`src/rtl/pong_renderer.sv`:
```
// pong_renderer: VGA timing generator and sprite rasteriser for the pong board.
// Produces hsync/vsync and 12-bit RGB from the pixel clock, snapshots sprite
// positions once per frame during vertical blanking, and draws the square,
// both paddles and a dashed centre net with a two-cycle output pipeline.
// Build option: define PONG_BORDER_EN to add a 4-pixel white frame around
// the active area (same pipeline latency as the sprites).
module pong_renderer #(
    parameter int h_video       = 640,
    parameter int h_front       = 16,
    parameter int h_sync        = 96,
    parameter int h_back        = 48,
    parameter int v_video       = 480,
    parameter int v_front       = 10,
    parameter int v_sync        = 2,
    parameter int v_back        = 33,
    parameter int square_width  = 16,
    parameter int paddle_width  = 12,
    parameter int paddle_height = 96,
    parameter int net_width     = 4,
    parameter int net_dash      = 12
) (
    input  logic       clk_0,
    input  logic       rst,
    input  logic [9:0] square_xpos,
    input  logic [9:0] square_ypos,
    input  logic [9:0] paddle1_xpos,
    input  logic [9:0] paddle1_ypos,
    input  logic [9:0] paddle2_xpos,
    input  logic [9:0] paddle2_ypos,
    output logic       hsync,
    output logic       vsync,
    output logic [3:0] red,
    output logic [3:0] green,
    output logic [3:0] blue,
    output logic       frame_tick,
    output logic       video_on
);

    localparam int h_total  = h_video + h_front + h_sync + h_back;
    localparam int v_total  = v_video + v_front + v_sync + v_back;
    localparam int net_left = h_video / 2 - net_width / 2;
    localparam int dash_w   = (net_dash > 1) ? $clog2(net_dash) : 1;

    localparam logic [9:0]  h_last      = 10'(h_total - 1);
    localparam logic [9:0]  v_last      = 10'(v_total - 1);
    localparam logic [9:0]  h_sync_beg  = 10'(h_video + h_front);
    localparam logic [9:0]  h_sync_end  = 10'(h_video + h_front + h_sync);
    localparam logic [9:0]  v_sync_beg  = 10'(v_video + v_front);
    localparam logic [9:0]  v_sync_end  = 10'(v_video + v_front + v_sync);
    localparam logic [9:0]  h_vid_lim   = 10'(h_video);
    localparam logic [9:0]  v_vid_lim   = 10'(v_video);
    localparam logic [10:0] net_lo      = 11'(net_left);
    localparam logic [10:0] net_hi      = 11'(net_left + net_width);
    localparam logic [dash_w-1:0] dash_last = dash_w'(net_dash - 1);

    logic [9:0] h_count;
    logic [9:0] v_count;
    logic       line_end;
    logic       latch;

    logic [9:0] sq_x, sq_y, p1_x, p1_y, p2_x, p2_y;

    logic [dash_w-1:0] dash_count;
    logic              dash_on;

    logic s1_square, s1_paddle1, s1_paddle2, s1_net;
    logic s1_active, s1_hsync, s1_vsync;
    logic any_hit;

`ifdef PONG_BORDER_EN
    localparam int border_px = 4;
    localparam logic [9:0] h_border_hi = 10'(h_video - border_px);
    localparam logic [9:0] v_border_hi = 10'(v_video - border_px);
    localparam logic [9:0] border_lim  = 10'(border_px);
    logic s1_border;
`endif

    // Sums are formed in 11 bits so an object near the right/bottom edge
    // never wraps back onto column/line 0.
    function automatic logic in_box(input logic [9:0] hc, input logic [9:0] vc,
                                    input logic [9:0] px, input logic [9:0] py,
                                    input int w, input int h);
        logic [10:0] hx, vy, x0, y0;
        hx = {1'b0, hc};
        vy = {1'b0, vc};
        x0 = {1'b0, px};
        y0 = {1'b0, py};
        return (hx >= x0) && (hx < x0 + 11'(w)) && (vy >= y0) && (vy < y0 + 11'(h));
    endfunction

    assign line_end   = (h_count == h_last);
    assign latch      = (h_count == 10'd0) && (v_count == v_vid_lim);
    assign frame_tick = latch;

    // Raster counters: h wraps every line, v advances on each h wrap.
    always_ff @(posedge clk_0 or negedge rst) begin
        if (!rst) begin
            h_count <= '0;
            v_count <= '0;
        end else if (line_end) begin
            h_count <= '0;
            v_count <= (v_count == v_last) ? 10'd0 : v_count + 10'd1;
        end else begin
            h_count <= h_count + 10'd1;
        end
    end

    // Shadow positions, refreshed only at the start of vertical blanking.
    always_ff @(posedge clk_0 or negedge rst) begin
        if (!rst) begin
            sq_x <= 10'd320;
            sq_y <= 10'd240;
            p1_x <= 10'd24;
            p1_y <= 10'd191;
            p2_x <= 10'd603;
            p2_y <= 10'd191;
        end else if (latch) begin
            sq_x <= square_xpos;
            sq_y <= square_ypos;
            p1_x <= paddle1_xpos;
            p1_y <= paddle1_ypos;
            p2_x <= paddle2_xpos;
            p2_y <= paddle2_ypos;
        end
    end

    // Net dash phase: steps once per line, restarts "on" for line 0.
    always_ff @(posedge clk_0 or negedge rst) begin
        if (!rst) begin
            dash_count <= '0;
            dash_on    <= 1'b1;
        end else if (line_end) begin
            if (v_count == v_last) begin
                dash_count <= '0;
                dash_on    <= 1'b1;
            end else if (dash_count == dash_last) begin
                dash_count <= '0;
                dash_on    <= ~dash_on;
            end else begin
                dash_count <= dash_count + 1'b1;
            end
        end
    end

    // Stage 1: hit flags plus raw active/sync derived from the counters.
    always_ff @(posedge clk_0 or negedge rst) begin
        if (!rst) begin
            s1_square  <= 1'b0;
            s1_paddle1 <= 1'b0;
            s1_paddle2 <= 1'b0;
            s1_net     <= 1'b0;
            s1_active  <= 1'b0;
            s1_hsync   <= 1'b1;
            s1_vsync   <= 1'b1;
        end else begin
            s1_square  <= in_box(h_count, v_count, sq_x, sq_y, square_width, square_width);
            s1_paddle1 <= in_box(h_count, v_count, p1_x, p1_y, paddle_width, paddle_height);
            s1_paddle2 <= in_box(h_count, v_count, p2_x, p2_y, paddle_width, paddle_height);
            s1_net     <= dash_on && ({1'b0, h_count} >= net_lo) && ({1'b0, h_count} < net_hi);
            s1_active  <= (h_count < h_vid_lim) && (v_count < v_vid_lim);
            s1_hsync   <= !((h_count >= h_sync_beg) && (h_count < h_sync_end));
            s1_vsync   <= !((v_count >= v_sync_beg) && (v_count < v_sync_end));
        end
    end

`ifdef PONG_BORDER_EN
    // Stage 1 border flag, kept in step with the sprite hit flags.
    always_ff @(posedge clk_0 or negedge rst) begin
        if (!rst) begin
            s1_border <= 1'b0;
        end else begin
            s1_border <= (h_count < border_lim) || (h_count >= h_border_hi) ||
                         (v_count < border_lim) || (v_count >= v_border_hi);
        end
    end
    assign any_hit = s1_square | s1_paddle1 | s1_paddle2 | s1_net | s1_border;
`else
    assign any_hit = s1_square | s1_paddle1 | s1_paddle2 | s1_net;
`endif

    // Stage 2: colour and sync registered together so they stay aligned.
    always_ff @(posedge clk_0 or negedge rst) begin
        if (!rst) begin
            red      <= 4'h0;
            green    <= 4'h0;
            blue     <= 4'h0;
            hsync    <= 1'b1;
            vsync    <= 1'b1;
            video_on <= 1'b0;
        end else begin
            red      <= {4{s1_active & any_hit}};
            green    <= {4{s1_active & any_hit}};
            blue     <= {4{s1_active & any_hit}};
            hsync    <= s1_hsync;
            vsync    <= s1_vsync;
            video_on <= s1_active;
        end
    end

endmodule
```
`config.mk`:
```
export PLATFORM = sky130hd
export DESIGN_NAME = pong_renderer
export DESIGN_NICKNAME = d
export VERILOG_FILES = /design/src/rtl/pong_renderer.sv
export SDC_FILE = /design/constraint.sdc
export NUM_CORES = 1
export LEC_CHECK = 0
export ABC_CLOCK_PERIOD_IN_PS = 2900
export BUFFER_PORTS_ARGS = -buffer_cell sky130_fd_sc_hd__buf_4
export CAP_MARGIN = 20
export CORE_MARGIN = 1
export CORE_UTILIZATION = 28
export DETAILED_ROUTE_END_ITERATION = 8
export PLACE_DENSITY = 0.55
export SLEW_MARGIN = 20
export SYNTH_ARGS = -nofsm -noshare
export SYNTH_HDL_FRONTEND = slang
export SYNTH_SLANG_ARGS = --single-unit
```
`constraint.sdc`:
```
create_clock -name clk_0 -period 2.9 [get_ports clk_0]
set_clock_uncertainty 0.2 [all_clocks]
set_input_delay 0.435 -clock clk_0 [delete_from_list [all_inputs] [get_ports clk_0]]
set_output_delay 0.435 -clock clk_0 [all_outputs]
set_load 0.01 [all_outputs]
```
==> results.cfg <==
[yosys]
synth_cell_type_count = 58
seq_area_frac_synth = 0.3635
yosysTopAreaCellShare = 0.2345
yosysWarningCount = 0
ys_top_cells_by_count = 110 x ha_1, 85 x o21ai_0, 83 x nand2_1
synth_area_per_cell_um2 = 9.311
synthCells = 722
synth_area_leaders = dfrtp_1 23%, ha_1 20%, dfstp_2 13%
synth_top_cell_by_area = dfrtp_1
synthArstFlopShare = 1.000
synth-edff-count = 0
synth_fp_nets = 894
syn_area_um2 = 6723
synth_most_common_cell = ha_1
synth_top_flop_cell = dfrtp_1
ys_seq_elements = 96

[floorplanning]
core_area_um2 = 23540
die_x_um = 157.0
initial_core_util = 0.2856
rows = 56
dieArea_um2 = 24630
dieHeight_um = 157.0
io_pins = 78

[cts]
cts-htree-levels = 3
cts_buffer_depth = 2
cts_buffers = 9
root_buffer = clkbuf_16
cts_setup_buffers = 0
clock_sinks = 96
path_clk_slew_ns = 0.07
cts_tree = yes
clk_latency_ns = 0.35

[routing]
drc = 0
finalWirelength_um = 16590
dr.first_iter.drc_count = 199
drtAntennaViolNets = 0
routedWlPerCell_um = 14.63
dr.pass1.iters = 4
viasPerCell = 4.703
vias = 5333

[placement]
dp_hpwl_um = 12660
place.gp.congestion = 0.8011
io_buffers = 77

[flow_run]
drv_cap = 0

[pwr]
vdd_ir_drop_max_uv = 238.8
p_leak_nw = 4.232
power_density_nw_per_um2 = 334.0

[timing]
setup_viol = 0
worst_slew_pin_slew_ns = 0.6274
finalCritPeriodShare = 0.9532
slew-limit-headroom = 0.5817
slew_viol_final = 0
max_freq_mhz = 361.8
fin_tns_setup_ns = 0
period_minus_slack_ns = 2.764
finalHoldViolCount = 0

[final_layout]
drive_above_1_share = 0.1988
diodes = 0
ff_latch_area_um2 = 2445
fillers = 2494
nets = 982
fin_util = 0.3439
multi_input_area_um2 = 3874
area_growth_syn_to_layout_pct = 20.44

[worst_setup_path]
crit_type = flip-flop to primary output
startpoint_type = flip-flop
rrSetupSlack_ns = 0.18
r2r-end = s1_paddle2$_DFF_PN0_
critPathRequiredTime_ns = 2.27
worst_setup_path_end_kind = primary output
crit_start = h_count[3]$_DFF_PN0_
crit_end = frame_tick
worst_ep_arrival_time_ns = 2.13
cp_max_fo = 40
reg2reg_depth = 10
rr_startpoint = p2_y[5]$_DFFE_PN1P_

[global_routing]
grt_max_degree = 61
antenna_found_initial = 0
grt_pass1_wl_um = 27260
grt_usage = 0.1442
globalRouteOverflowTotal = 0
grt_pass1_vias = 5303

[outcome]
outcome = completed

[min_path]
hold_path_class = input port to flip-flop
==> cell families (layout without fill, tap and decap cells) <==
group / count (synthesis) / count (layout) / share of synthesized area
buffers and inverters: 95 / 188 / 0.06421
adders and majority gates: 110 / 110 / 0.2047
muxes: 6 / 6 / 0.01005
AOI/OAI and AO/OA: 188 / 188 / 0.1709
DFF: 96 / 96 / 0.3635
xor gates and xnor gates: 34 / 34 / 0.04429
and+or+nand+nor: 193 / 193 / 0.1424
==> area by class of cell <==
class / count / share of cell area
Clock buffer: 14 / 0.03261
Clock inverter: 2 / 0.004791
Inverter: 68 / 0.03153
Multi-Input combinational cell: 531 / 0.4784
Sequential cell: 96 / 0.3020
Tap cell: 319 / 0.04930
Timing Repair Buffer: 104 / 0.1014
==> worst min-delay path by stage <==
stage | start | end | slack, ns | depth (start not counted)
2_1_floorplan | rst | blue[0]$_DFF_PN0_ | -0.06 | 0
3_3_place_gp | s1_vsync$_DFF_PN1_ | vsync$_DFF_PN1_ | 0.15 | 0
3_5_place_dp | s1_vsync$_DFF_PN1_ | vsync$_DFF_PN1_ | 0.15 | 0
4_1_cts | paddle1_xpos[1] | p1_x[1]$_DFFE_PN0P_ | 0.07 | 3
5_1_grt | square_ypos[6] | sq_y[6]$_DFFE_PN1P_ | 0.08 | 3
6_report | square_xpos[2] | sq_x[2]$_DFFE_PN0P_ | 0.08 | 3
==> repair_timing <==
item,in CTS,in global routing
hold endpoints to repair,22,0
pin swaps,0,3
gates resized for setup,1,5
setup endpoints to repair,1,2
hold buffers,1,0
==> registers in the layout (all words and copies together) (netlist names), 4 cells and up <==
signal      flops
p2_y           10
v_count        10
sq_y           10
dash_count      4
sq_x           10
p1_x           10
p2_x           10
p1_y           10
h_count        10
==> metal layers <==
layer  part of all wire  GRT usage
met5                  0          0
met4              0.014    0.04762
met3              0.027    0.01955
met2               0.46     0.2398
met1               0.50     0.1921
==> critical path, stage by stage (launching register included) <==
cell     delay, ns
dfrtp_1       0.42
buf_4         0.21
nor4_1        0.37
nand4_1       0.22
nor2_4        0.19
buf_12        0.21
buf_4         0.15
==> stage by stage <==
stage	area, um^2	cells	worst slack [ns]	power [mW]	hold slack, ns
2_1_floorplan	6723	722	0.1725	1.366	-0.06059
3_3_place_gp	7761	1117	0.07108	1.461	0.1487
3_5_place_dp	7761	1117	0.04471	1.462	0.1468
4_1_cts	8078	1134	0.02072	2.743	0.07244
5_1_grt	8097	1134	-0.01494	2.805	0.07828
6_report	8097	1134	0.1358	2.704	0.08272
==> cell usage in the layout, fill, tap and decap left out, drive strengths merged, types with 7 or more instances in the layout <==
cell | synthesis | final
ha | 110 | 110
buf | 21 | 103
o21ai | 88 | 88
nand2 | 83 | 83
inv | 68 | 68
dfrtp | 63 | 63
dfstp | 33 | 33
a21oi | 28 | 28
nor2 | 26 | 26
xnor2 | 24 | 24
a21o | 20 | 20
nand3 | 18 | 18
nor3 | 15 | 15
clkbuf | 6 | 14
nand2b | 10 | 10
xor2 | 10 | 10
nand4 | 8 | 8
o2111ai | 7 | 7
==> power breakdown <==
group / leakage, nW / total, mW / switching, mW / internal [mW]
clock: 0.147 / 1.27 / 0.549 / 0.721
combinational: 3.04 / 0.0941 / 0.0387 / 0.0554
sequential: 1.05 / 1.34 / 0 / 1.34
(Power assumes the default switching activity.)
